===== src/rtl/req_send_pkg.sv =====
// req_send_pkg: shared types, defaults and the channel-index width helper for req_send_ctrl
package req_send_pkg;

    typedef enum logic {IDLE, REQ} state_e;

    localparam int DEF_NUM_CH = 4;
    localparam int DEF_DATA_W = 16;
    localparam int DEF_CNT_W  = 16;

    function automatic int ch_width(input int n);
        return (n > 1) ? $clog2(n) : 1;
    endfunction

endpackage


===== src/rtl/req_send_rr_arb.sv =====
// req_send_rr_arb: picks the first busy channel at or after rr_ptr, wrapping modulo NUM_CH
module req_send_rr_arb
    import req_send_pkg::*;
#(
    parameter int  NUM_CH = DEF_NUM_CH,
    localparam int CH_W   = ch_width(NUM_CH)
) (
    input  logic [NUM_CH-1:0] busy_i,
    input  logic [CH_W-1:0]   rr_ptr_i,
    output logic [CH_W-1:0]   grant_o,
    output logic              grant_vld_o
);

    logic [CH_W-1:0] idx;

    // scan from the farthest offset down so the nearest busy channel wins
    always_comb begin
        grant_o     = '0;
        grant_vld_o = 1'b0;
        idx         = '0;
        for (int k = NUM_CH - 1; k >= 0; k--) begin
            idx = CH_W'((int'(rr_ptr_i) + k) % NUM_CH);
            if (busy_i[idx]) begin
                grant_o     = idx;
                grant_vld_o = 1'b1;
            end
        end
    end

endmodule


===== src/rtl/req_send_ctrl.sv =====
// req_send_ctrl: per-channel edge capture, round-robin send over one req/ack port; REQ_SEND_TIMEOUT_EN adds the timeout
module req_send_ctrl
    import req_send_pkg::*;
#(
    parameter int  NUM_CH = DEF_NUM_CH,
    parameter int  DATA_W = DEF_DATA_W,
    parameter int  CNT_W  = DEF_CNT_W,
    localparam int CH_W   = ch_width(NUM_CH)
) (
    input  logic                     clk,
    input  logic                     rst_n,
    input  logic [CNT_W-1:0]         max_count,
    input  logic [NUM_CH-1:0]        req_data,
    input  logic [NUM_CH*DATA_W-1:0] data,
    output logic [NUM_CH-1:0]        busy,
    output logic [NUM_CH-1:0]        drop,
    output logic                     req,
    output logic [DATA_W-1:0]        q,
    output logic [CH_W-1:0]          q_ch,
    input  logic                     ack,
    output logic                     done,
    output logic [CH_W-1:0]          done_ch,
    output logic                     timeout
);

    state_e            state_q, state_d;
    logic [NUM_CH-1:0] prev_q, busy_q, busy_d, drop_q, drop_d, rise;
    logic [DATA_W-1:0] word_q [NUM_CH];
    logic [DATA_W-1:0] word_d [NUM_CH];
    logic [DATA_W-1:0] q_q, q_d;
    logic [CH_W-1:0]   q_ch_q, q_ch_d, done_ch_q, done_ch_d, rr_q, rr_d, gnt;
    logic              gnt_vld, done_q, done_d, to_hit, fin, grant_now;

    req_send_rr_arb #(.NUM_CH(NUM_CH)) u_arb (
        .busy_i     (busy_q),
        .rr_ptr_i   (rr_q),
        .grant_o    (gnt),
        .grant_vld_o(gnt_vld)
    );

    assign rise      = req_data & ~prev_q;
    assign grant_now = state_q == IDLE && gnt_vld;
    assign fin       = state_q == REQ && (ack || to_hit);

`ifdef REQ_SEND_TIMEOUT_EN
    logic [CNT_W-1:0] cnt_q, lim_q;
    logic             timeout_q;

    // lim tracks max_count while idle so it holds the value seen at grant; cnt saturates
    always_ff @(posedge clk or negedge rst_n) begin
        if (!rst_n) begin
            cnt_q     <= '0;
            lim_q     <= '0;
            timeout_q <= 1'b0;
        end else begin
            cnt_q     <= (state_q == IDLE) ? '0 : (cnt_q == '1) ? cnt_q : cnt_q + CNT_W'(1);
            lim_q     <= (state_q == IDLE) ? max_count : lim_q;
            timeout_q <= state_q == REQ && !ack && to_hit;
        end
    end

    assign to_hit  = lim_q != '0 && cnt_q == lim_q - CNT_W'(1);
    assign timeout = timeout_q;
`else
    logic unused_max_count;
    assign unused_max_count = ^max_count;
    assign to_hit           = 1'b0;
    assign timeout          = 1'b0;
`endif

    // state register
    always_ff @(posedge clk or negedge rst_n) begin
        if (!rst_n) state_q <= IDLE;
        else        state_q <= state_d;
    end

    // next state: grant when anything is pending, release on ack or timeout
    always_comb state_d = (state_q == IDLE) ? (gnt_vld ? REQ : IDLE) : (fin ? IDLE : REQ);

    // outputs: load word on grant, report completion, advance the round-robin pointer
    always_comb begin
        done_d    = state_q == REQ && ack;
        done_ch_d = fin ? q_ch_q : done_ch_q;
        q_ch_d    = grant_now ? gnt : q_ch_q;
        q_d       = grant_now ? word_q[gnt] : q_q;
        rr_d      = fin ? ((q_ch_q == CH_W'(NUM_CH - 1)) ? '0 : q_ch_q + CH_W'(1)) : rr_q;
    end

    // capture: a clear at this edge frees the channel first, so a coincident rise recaptures
    always_comb begin
        busy_d = busy_q;
        drop_d = '0;
        word_d = word_q;
        if (fin) busy_d[q_ch_q] = 1'b0;
        for (int i = 0; i < NUM_CH; i++) begin
            if (rise[i] && busy_d[i]) drop_d[i] = 1'b1;
            else if (rise[i]) begin
                busy_d[i] = 1'b1;
                word_d[i] = data[i*DATA_W +: DATA_W];
            end
        end
    end

    // datapath registers
    always_ff @(posedge clk or negedge rst_n) begin
        if (!rst_n) begin
            prev_q    <= '0;
            busy_q    <= '0;
            drop_q    <= '0;
            word_q    <= '{default: '0};
            q_q       <= '0;
            q_ch_q    <= '0;
            done_q    <= 1'b0;
            done_ch_q <= '0;
            rr_q      <= '0;
        end else begin
            prev_q    <= req_data;
            busy_q    <= busy_d;
            drop_q    <= drop_d;
            word_q    <= word_d;
            q_q       <= q_d;
            q_ch_q    <= q_ch_d;
            done_q    <= done_d;
            done_ch_q <= done_ch_d;
            rr_q      <= rr_d;
        end
    end

    assign busy    = busy_q;
    assign drop    = drop_q;
    assign req     = state_q == REQ;
    assign q       = q_q;
    assign q_ch    = q_ch_q;
    assign done    = done_q;
    assign done_ch = done_ch_q;

endmodule


===== config.mk =====
export PLATFORM = sky130hd
export DESIGN_NAME = req_send_ctrl
export DESIGN_NICKNAME = d
export VERILOG_FILES = /design/src/rtl/req_send_pkg.sv /design/src/rtl/req_send_rr_arb.sv /design/src/rtl/req_send_ctrl.sv
export SDC_FILE = /design/constraint.sdc
export NUM_CORES = 1
export LEC_CHECK = 0
export ABC_AREA = 0
export BUFFER_PORTS_ARGS = -buffer_cell sky130_fd_sc_hd__buf_2
export CAP_MARGIN = 30
export CORE_MARGIN = 3
export CORE_UTILIZATION = 35
export CTS_CLUSTER_SIZE = 28
export DETAILED_ROUTE_END_ITERATION = 6
export SYNTH_ARGS = -nofsm -noshare
export SYNTH_HDL_FRONTEND = slang
export SYNTH_SLANG_ARGS = --single-unit
export TNS_END_PERCENT = 10

===== constraint.sdc =====
create_clock -name clk -period 2.1 [get_ports clk]
set_input_delay 0.105 -clock clk [delete_from_list [all_inputs] [get_ports clk]]
set_output_delay 0.105 -clock clk [all_outputs]
set_load 0.005 [all_outputs]

==> impl_results.md, run 1 <==
- Status: completed
- Pwr Total: 7750 uW
- HP Class: input pin to flip-flop
- Worst skew pair latency: 0.34 ns
- Largest net degree at the start of global routing: 60
- Initial Util: 36.4%
- Number of I/O port buffers: 100
- Clock skew: 0.00531 ns
- GRT Total Usage: 15.9%
- WP data arrival: 2.01 ns
- DRT Pass-1 Iters: 4
- Register area share after synthesis: 59.1%
- Initial antenna violation count: 0
- Post-synthesis net count: 396
- Die width: 116 um
- Top Ports: 118
- Global-route wire length before repair: 16100 um
- Max cap viols: 0
- Post-route insts no fill: 622
- Standard-cell rows: 39
- Diode count: 0
- Clock sinks: 100
- Die area: 13400 um^2
- Vias in the first global route: 3257
- Time the worst path needs with I/O delays and setup: 1.80 ns
- P_leak: 0.00276 uW
- Drt total wl: 10000 um
- Worst-path clk slew: 0.07 ns
- CTS max path bufs: 2
- DR vias: 2999
- Cell Chain, Critical Path: nand2b_1 -> a21oi_1 -> a211o_2 -> buf_12 -> mux2i_1 -> o221ai_1
- Commonest non-fill, non-tap cells in the layout: dfrtp_1 (100), buf_2 (99), mux2_2 (64), dlygate4sd3_1 (64), nand2_1 (38)
- Max-slew violation count: 0
- Synth Area per Inst: 13.9 um^2
- Commonest non-fill, non-tap cell in the layout: dfrtp_1
- Final hold violations: 0
- H-tree depth: 3
- DRC Markers: 0
- Layout net count: 566
- Via density: 4.82
- VDD IR-drop max: 0.722 mV
- Design area: 5830 um^2
- RSZ-0062 raised after global routing: no
- Filler cell count: 1041
- Share of cells above drive strength 1: 40.5%
- Power Density: 1330 nW/um^2
- Period utilisation layout: 85.7%
- Crit-path max cell delay: 0.44 ns
- Number of DRC markers in iteration 0: 161
- Gr ovfl total: 0
- Syn Inst Count: 305
- Detailed placement HPWL: 6730 um
- Slowest stage cell on the critical path: dfrtp_1
- Mapped Area: 4230 um^2
- Seq cells post-synth: 100
- Synth warnings: 0
- DR WL/cell: 16.1 um
- Die Y: 116 um
- Fmax: 555 MHz
- CP Launch Type: flip-flop
- Slew margin rel.: 62.5%
- TritonCTS buffer count: 9
- Placed cells: 543
- Root Driver: clkbuf_16
- Setup TNS: 0 ns
- Area Growth Syn to Fin: 37.7%
- Routability congestion estimate: 0.813
- Critical path class: flip-flop to flip-flop
- CORE AREA: 11600 um^2
- CP endpoint kind: flip-flop
- Max Fanout on Critical Path: 33
- Netlist cell types: 23
- Post-CTS Setup Inserts: 0
- CTS tree: done
- Remaining antenna violation count after routing: 0
- Final Setup Violations: 0
- Worst slew pin tran: 0.562 ns
- Post-Place Cell Area: 4900 um^2
- Critical Path RT: 2.31 ns
-- cells in the mapped netlist --
library cell,count,area share [%]
dfrtp_1,100,59
mux2_2,64,17
nand2_1,38,3.4
mux2i_1,33,7.8
o221ai_1,16,3.3
buf_6,10,2.7
nor2_1,7,0.62
nand2b_1,6,0.89
o21ai_0,5,0.59
a21oi_2,4,0.83
ha_1,4,1.2
buf_2,3,0.35
inv_1,3,0.27
a211o_1,2,0.41
a21oi_1,2,0.24
buf_4,1,0.18
conb_1,1,0.089
inv_2,1,0.089
nor3b_1,1,0.18
nor4_2,1,0.30
o31ai_1,1,0.18
or2_0,1,0.15
or2_1,1,0.15
-- kinds of logic (layout without fill, tap and decap cells) --
logic type	after synthesis	count (layout)	share of synthesized area, %
other cells	1	1	0.0886
fa+ha+maj	4	4	1.18
buf+inv	18	192	3.55
simple gates	55	55	5.65
mux	97	97	24.8
flops	100	100	59.1
compound gates	30	30	5.56
-- worst max-delay path, delay by kind of cell (launching register included) --
kind | cells | cell delay (ns)
muxes | 1 | 0.34
buffers and inverters | 1 | 0.25
and+or+nand+nor | 1 | 0.17
DFF | 1 | 0.44
AOI/OAI and AO/OA | 3 | 0.44
-- sequential cells by signal (all words and copies together), names as in the netlist --
register	count
word_q	64
q	16
busy	4
drop	4
prev_q	4
done_ch	2
q_ch	2
rr_q	2
done	1
req	1
-- worst paths after layout --
kind | cells past startpoint | endpoint | from | slack, ns
worst max-delay path | 6 | q[10] | rr_q[1] | 0.30
worst min-delay path | 2 | word_q[54] | data[6] | 0.009
worst max register to register | 6 | q[10] | rr_q[1] | 0.30
worst min register to register | 2 | done_ch[1] | done_ch[1] | 0.48
max in group asynchronous | 3 | word_q[28] | rst_n | 1.09
min in group asynchronous | 2 | done | rst_n | 0.31
-- through the flow --
stage	setup WS, ns	util [%]	hold slack, ns
CTS	0.277	50.2	0.000424
global placement	0.333	42.2	0.131
floorplan	0.425	-	-0.191
global route	0.169	50.2	0.00482
finish	0.300	50.2	0.00931
detailed placement	0.291	42.2	0.141
-- what timing repair did --
action | in CTS | in global routing
hold endpoints to repair | 104 | 0
hold buffers | 64 | 0
resized for setup | 0 | 0
setup endpoints to repair | 0 | 0
-- layout make-up --
| type | instances | area, um^2 | share of cell area, % |
|---|---|---|---|
| timing repair buffer | 173 | 1260 | 21.6 |
| clock buffer | 14 | 284 | 4.87 |
| sequential | 100 | 2500 | 42.9 |
| multi-input combinational | 187 | 1580 | 27.1 |
| inverter | 4 | 15.0 | 0.258 |
| tap | 143 | 179 | 3.07 |
| clock inverter | 1 | 5.00 | 0.0859 |
-- routing by layer --
layer	up-vias	part of all wire [%]	GRT usage, %
met4	0	1.4	4.87
met1	1472	42	19.3
met2	104	50	27.3
met5	-	0	0
li1	1414	-	-
met3	9	6.8	5.01
-- where the power goes --
group | internal (uW) | switching, uW
clock network | 925 | 678
logic | 1540 | 1290
registers | 2790 | 521
total | 5250 | 2490
(Power assumes the default switching activity.)
==> run 2, diff against run 1 <==
clock period = 1.5 ns   (was 2.1 ns; I/O delays follow)
==> run 2 against run 1 <==
The flow now finishes with violations (setup timing); wire length is 7.6% higher; largest cell class unchanged; sequential power is 47% higher; count of clock-buffer cells in the layout is 2 lower; sequential share of layout area is 4.3 points lower; register-to-register slack worse by 0.43 ns.
==> impl_results.md, run 2 (synthesized netlist as in run 1, its figures left out) <==
- Status: finished with violations
- Failing checks: setup timing
- Critical Path RT: 1.71 ns (-0.60 ns)
- Root Driver: clkbuf_16
- Share of cells above drive strength 1: 49.2% (+8.7 points)
- CP endpoint kind: flip-flop
- Design area: 6490 um^2 (+11%)
- Crit path launch: rr_q[1]
- Period utilisation layout: 109% (+23 points)
- Vias in the first global route: 3301 (+1.4%)
- RSZ-0062 raised after global routing: yes
- Initial antenna violation count: 0 (unchanged)
- Min-delay src: ack
- Die area: 13400 um^2 (unchanged)
- Remaining antenna violation count after routing: 0 (unchanged)
- Standard-cell rows: 39 (unchanged)
- DRT Pass-1 Iters: 4 (unchanged)
- Commonest non-fill, non-tap cell in the layout: buf_2
- CP Launch Type: flip-flop
- Layout net count: 590 (+4.2%)
- Clock sinks: 100 (unchanged)
- Gr ovfl total: 0 (unchanged)
- Fmax: 613 MHz (+10%)
- Time the worst path needs with I/O delays and setup: 1.63 ns (-0.170 ns)
- Die Y: 116 um (unchanged)
- Commonest non-fill, non-tap cells in the layout: buf_2 (99), dfrtp_1 (94), dlygate4sd3_1 (69), mux2_2 (48), nand2_1 (33)
- Cell Chain, Critical Path: nand2b_4 -> a21oi_2 -> a211o_4 -> buf_12 -> mux2i_2 -> o221ai_1
- CTS max path bufs: 2 (unchanged)
- TritonCTS buffer count: 9 (unchanged)
- Routability congestion estimate: 0.799 (-1.7%)
- Via density: 4.73 (-1.9%)
- DR WL/cell: 16.7 um (+3.4%)
- Worst path buffer plus inverter count: 1 (unchanged)
- Final Setup Violations: 64 (+64)
- Initial Util: 36.4% (unchanged)
- Delay-heaviest family, CP: compound AO/OA/AOI/OAI gates
- WP data arrival: 1.84 ns (-0.17 ns)
- Die width: 116 um (unchanged)
- CORE AREA: 11600 um^2 (unchanged)
- Clock skew: 0.00607 ns (+0.000754 ns)
- Max Fanout on Critical Path: 11 (-67%)
- Number of DRC markers in iteration 0: 123 (-24%)
- VDD IR-drop max: 0.655 mV (-9.3%)
- GRT Total Usage: 16.7% (+0.74 points)
- Critical path class: flip-flop to flip-flop
- Drt total wl: 10800 um (+7.6%)
- Global-route wire length before repair: 17100 um (+5.9%)
- DRC Markers: 0 (unchanged)
- Max-slew violation count: 0 (unchanged)
- Number of I/O port buffers: 100 (unchanged)
- Max reg flops: 64 (unchanged)
- Power Density: 2020 nW/um^2 (+52%)
- Core Util, Final: 55.9% (+5.7 points)
- Detailed placement HPWL: 7430 um (+10%)
- CTS tree: done
- H-tree depth: 3 (unchanged)
- P_leak: 0.00299 uW (+8.6%)
- Crit-path max cell delay: 0.44 ns (about the same)
- Largest net degree at the start of global routing: 37 (-38%)
- Largest Register: word_q
- Diode count: 0 (unchanged)
- Worst setup margin: -0.130 ns (-0.430 ns)
- Max cap viols: 0 (unchanged)
- Worst skew pair latency: 0.34 ns (about the same)
- HP Class: input pin to flip-flop
- DR vias: 3061 (+2.1%)
- Final hold violations: 0 (unchanged)
- Area Growth Syn to Fin: 53.3%
- Top Ports: 118 (unchanged)
- Reg-to-Reg Start: rr_q[1]
- Post-Place Cell Area: 5170 um^2 (+5.6%)
- Slowest stage cell on the critical path: dfrtp_2
- Worst-path clk slew: 0.06 ns (about the same)
run 2: where the power goes:
part	internal, uW	total (uW)	switching, uW	leakage, uW
Sequential	3930	4880	955	0.00120
Combinational	3210	5410	2200	0.00162
Clock	1850	2800	954	0.000177
run 2: area by class of cell:
cell class                      instances  area (um^2)
Inverter                                4         17.5
Fill cell                             943         5130
Clock inverter                          4          120
Multi-Input combinational cell        187         1880
Tap cell                              143          179
Clock buffer                           12          246
Sequential cell                       100         2510
Timing Repair Buffer                  197         1540
run 2: what timing repair did:
item | in CTS | in global routing
endpoints found under the setup margin | 80 | 81
hold buffers | 69 | 0
gates resized for setup | 28 | 21
gates cloned | 0 | 1
hold endpoints to repair | 99 | 0
pin swaps | 1 | 6
buffers inserted | 0 | 2
run 2: metal layers:
layer | share of wire (%) | track usage, %
met1 | 47 | 24.2
met2 | 47 | 25.1
met3 | 2.9 | 2.30
met4 | 2.2 | 7.12
met5 | 0 | 0
run 2: path summary, 6_finish.rpt:
kind	cells past startpoint	end	slack [ns]
worst max-delay path	6	q[11]	-0.13
worst min register to register	2	q[12]	0.49
worst min-delay path	3	done	0.03
worst max register to register	6	q[11]	-0.13
min in group asynchronous	2	word_q[41]	0.24
max in group asynchronous	3	word_q[25]	0.69
run 2: worst reg2reg max path: cells and delay by family, from the launching register on:
family | cells | cell delay, ns
AOI/OAI and AO/OA | 3 | 0.45
DFF | 1 | 0.44
muxes | 1 | 0.28
buffers and inverters | 1 | 0.19
and+or+nand+nor | 1 | 0.15
run 2: per-stage QoR:
step	hold WS [ns]	instances	TNS, ns	setup WS (ns)	total power, uW
final	0.0288	647	-3.39	-0.130	13100
after global routing	0.0317	647	-8.56	-0.195	13800
after CTS	0.00864	644	-4.10	-0.142	12500
after detailed placement	0.0785	559	-6.05	-0.164	9070
after global placement	0.0736	559	-5.12	-0.147	8950
after floorplan	-0.221	305	-4.14	-0.0946	7490
==> run 3, diff against run 2 <==
CTS_BUF_LIST = sky130_fd_sc_hd__clkbuf_8   (was default)
MAX_ROUTING_LAYER = met4   (was default)
TNS_END_PERCENT = 20   (was 10)
==> run 3 against run 2 <==
The run still ends with setup timing left; largest cell class unchanged; hold slack improved by 0.11 ns; wire length increased by 4.0%; critical endpoint is now q[0]; critical path type unchanged; count of clock-buffer cells in the layout decreased by 2; critical path depth decreased by 1; setup slack got worse by 0.047 ns.
==> impl_results.md, run 3 (synthesized netlist as in run 1, its figures left out) <==
- Initial antenna violation count: 0 (unchanged)
- Final Setup Violations: 67 (+4.7%)
- Internal power: 8660 uW (-3.6%)
- Remaining antenna violation count after routing: 0 (unchanged)
- Global-route wire length before repair: 17500 um (+2.7%)
- Max reg flops: 64 (unchanged)
- CP Launch Type: flip-flop
- Detailed placement HPWL: 7490 um (+0.68%)
- Share of cells above drive strength 1: 54.2% (+5.0 points)
- Critical Path RT: 1.78 ns (+0.07 ns)
- CORE AREA: 11600 um^2 (unchanged)
- P_leak: 0.00294 uW (-1.7%)
- CP endpoint kind: flip-flop
- Period utilisation layout: 112% (+3.1 points)
- Failing checks: setup timing
- TritonCTS buffer count: 9 (unchanged)
- CTS max path bufs: 2 (unchanged)
- Reg power frac: 37.7% (+0.4 points)
- Die width: 116 um (unchanged)
- Area Growth Syn to Fin: 55.4%
- H-tree depth: 3 (unchanged)
- Top Ports: 118 (unchanged)
- Time the worst path needs with I/O delays and setup: 1.68 ns (+0.0471 ns)
- Max-slew violation count: 0 (unchanged)
- Die area: 13400 um^2 (unchanged)
- Pwr Total: 13300 uW (+1.9%)
- GRT Total Usage: 17.7% (+1.0 points)
- Status: finished with violations
- Max cap viols: 0 (unchanged)
- Clock share of power: 13.5% (-7.9 points)
- Worst setup margin: -0.177 ns (-0.0471 ns)
- Number of DRC markers in iteration 0: 119 (-3.3%)
- CTS tree: done
- Logic pwr share: 48.7% (+7.4 points)
- Switching share of power: 35.1% (+3.7 points)
- Power Density: 2030 nW/um^2 (+0.49%)
- Largest net degree at the start of global routing: 49 (+32%)
- RSZ-0062 raised after global routing: yes
- Root Driver: clkbuf_8
- Clock skew: 0.0104 ns (+0.00431 ns)
- Commonest non-fill, non-tap cell in the layout: buf_2
- HP Class: input pin to asynchronous set/reset pin
- Number of I/O port buffers: 100 (unchanged)
- Post-route insts no fill: 650 (+0.46%)
- Clock sinks: 100 (unchanged)
- Setup TNS: -4.74 ns (-1.35 ns)
- Die Y: 116 um (unchanged)
- Worst skew pair latency: 0.37 ns (+0.03 ns)
- Placed cells: 560 (+0.18%)
- Vias in the first global route: 3323 (+0.67%)
- Fmax: 596 MHz (-2.8%)
- DR WL/cell: 17.2 um (+3.5%)
- Routability congestion estimate: 0.820 (+2.6%)
- WP data arrival: 1.96 ns (+0.12 ns)
- Max Fanout on Critical Path: 9 (-2)
- Layout net count: 593 (+0.51%)
- Largest Register: word_q
- DRC Markers: 0 (unchanged)
- Via density: 4.82 (+1.8%)
- Commonest non-fill, non-tap cells in the layout: buf_2 (99), dfrtp_1 (94), dlygate4sd3_1 (70), mux2_2 (50), nand2_1 (33)
- Final hold violations: 0 (unchanged)
- Diode count: 0 (unchanged)
- Gr ovfl total: 0 (unchanged)
- Initial Util: 36.4% (unchanged)
- Critical path class: flip-flop to flip-flop
- Drt total wl: 11200 um (+4.0%)
- Standard-cell rows: 39 (unchanged)
- Worst-path clk slew: 0.10 ns (+0.04 ns)
- P_sw: 4680 uW (+14%)
- VDD IR-drop max: 0.839 mV (+28%)
- DR vias: 3130 (+2.3%)
- DRT Pass-1 Iters: 4 (unchanged)
[run 3: worst max-delay path, stage by stage (launching register included)]
cell	delay (ns)
dfrtp_2	0.45
mux2i_1	0.15
a211o_4	0.43
buf_12	0.19
mux2i_4	0.19
o221ai_1	0.17
[run 3: worst paths after layout]
check                                 start          to  slack, ns  depth (start not counted)
worst max-delay path                rr_q[1]        q[0]      -0.18                          5
worst min-delay path                  rst_n  word_q[55]       0.14                          2
worst max register to register      rr_q[1]        q[0]      -0.18                          5
worst min register to register         q[9]        q[9]       0.50                          2
max in group asynchronous             rst_n  word_q[28]       0.73                          3
min in group clk                req_data[3]   prev_q[3]       0.35                          2
[run 3: cell type report]
cell class | instances | area, um^2
Clock buffer | 10 | 138
Clock inverter | 6 | 70.1
Fill cell | 968 | 5040
Inverter | 4 | 20.0
Multi-Input combinational cell | 187 | 2080
Sequential cell | 100 | 2510
Tap cell | 143 | 179
Timing Repair Buffer | 200 | 1580
[run 3: stage by stage]
step,hold slack (ns),setup WS (ns),instance area (um^2),utilization (%)
2_1_floorplan,-0.221,-0.0946,4330,-
3_3_place_gp,0.00148,-0.165,5180,44.6
3_5_place_dp,0.00554,-0.208,5180,44.6
4_1_cts,0.130,-0.171,6330,54.5
5_1_grt,0.152,-0.225,6580,56.6
6_report,0.139,-0.177,6580,56.6
[run 3: what timing repair did]
item / CTS / global route
pin swaps: 8 / 11
gates resized for setup: 42 / 44
endpoints found under the setup margin: 80 / 82
setup buffers: 2 / 0
endpoints found under the hold margin: 149 / 0
hold buffers: 70 / 0
gates cloned: 2 / 0
[run 3: power by group through the flow]
stage / Combinational [uW] / Clock, uW / Sequential, uW
2_1_floorplan: 2960 / 0 / 4560
3_3_place_gp: 4330 / 0 / 4740
3_5_place_dp: 4480 / 0 / 4730
4_1_cts: 5550 / 1870 / 4840
5_1_grt: 6920 / 1990 / 5180
6_report: 6500 / 1810 / 5030
[run 3: routing by layer]
| metal | up-vias | routed length [um] | global-route usage, % |
|---|---|---|---|
| met5 | - | 0 | - |
| met4 | 0 | 347 | 8.51 |
| met3 | 23 | 389 | 1.98 |
| met2 | 82 | 5390 | 26.8 |
| met1 | 1546 | 5080 | 23.9 |
| li1 | 1479 | - | - |
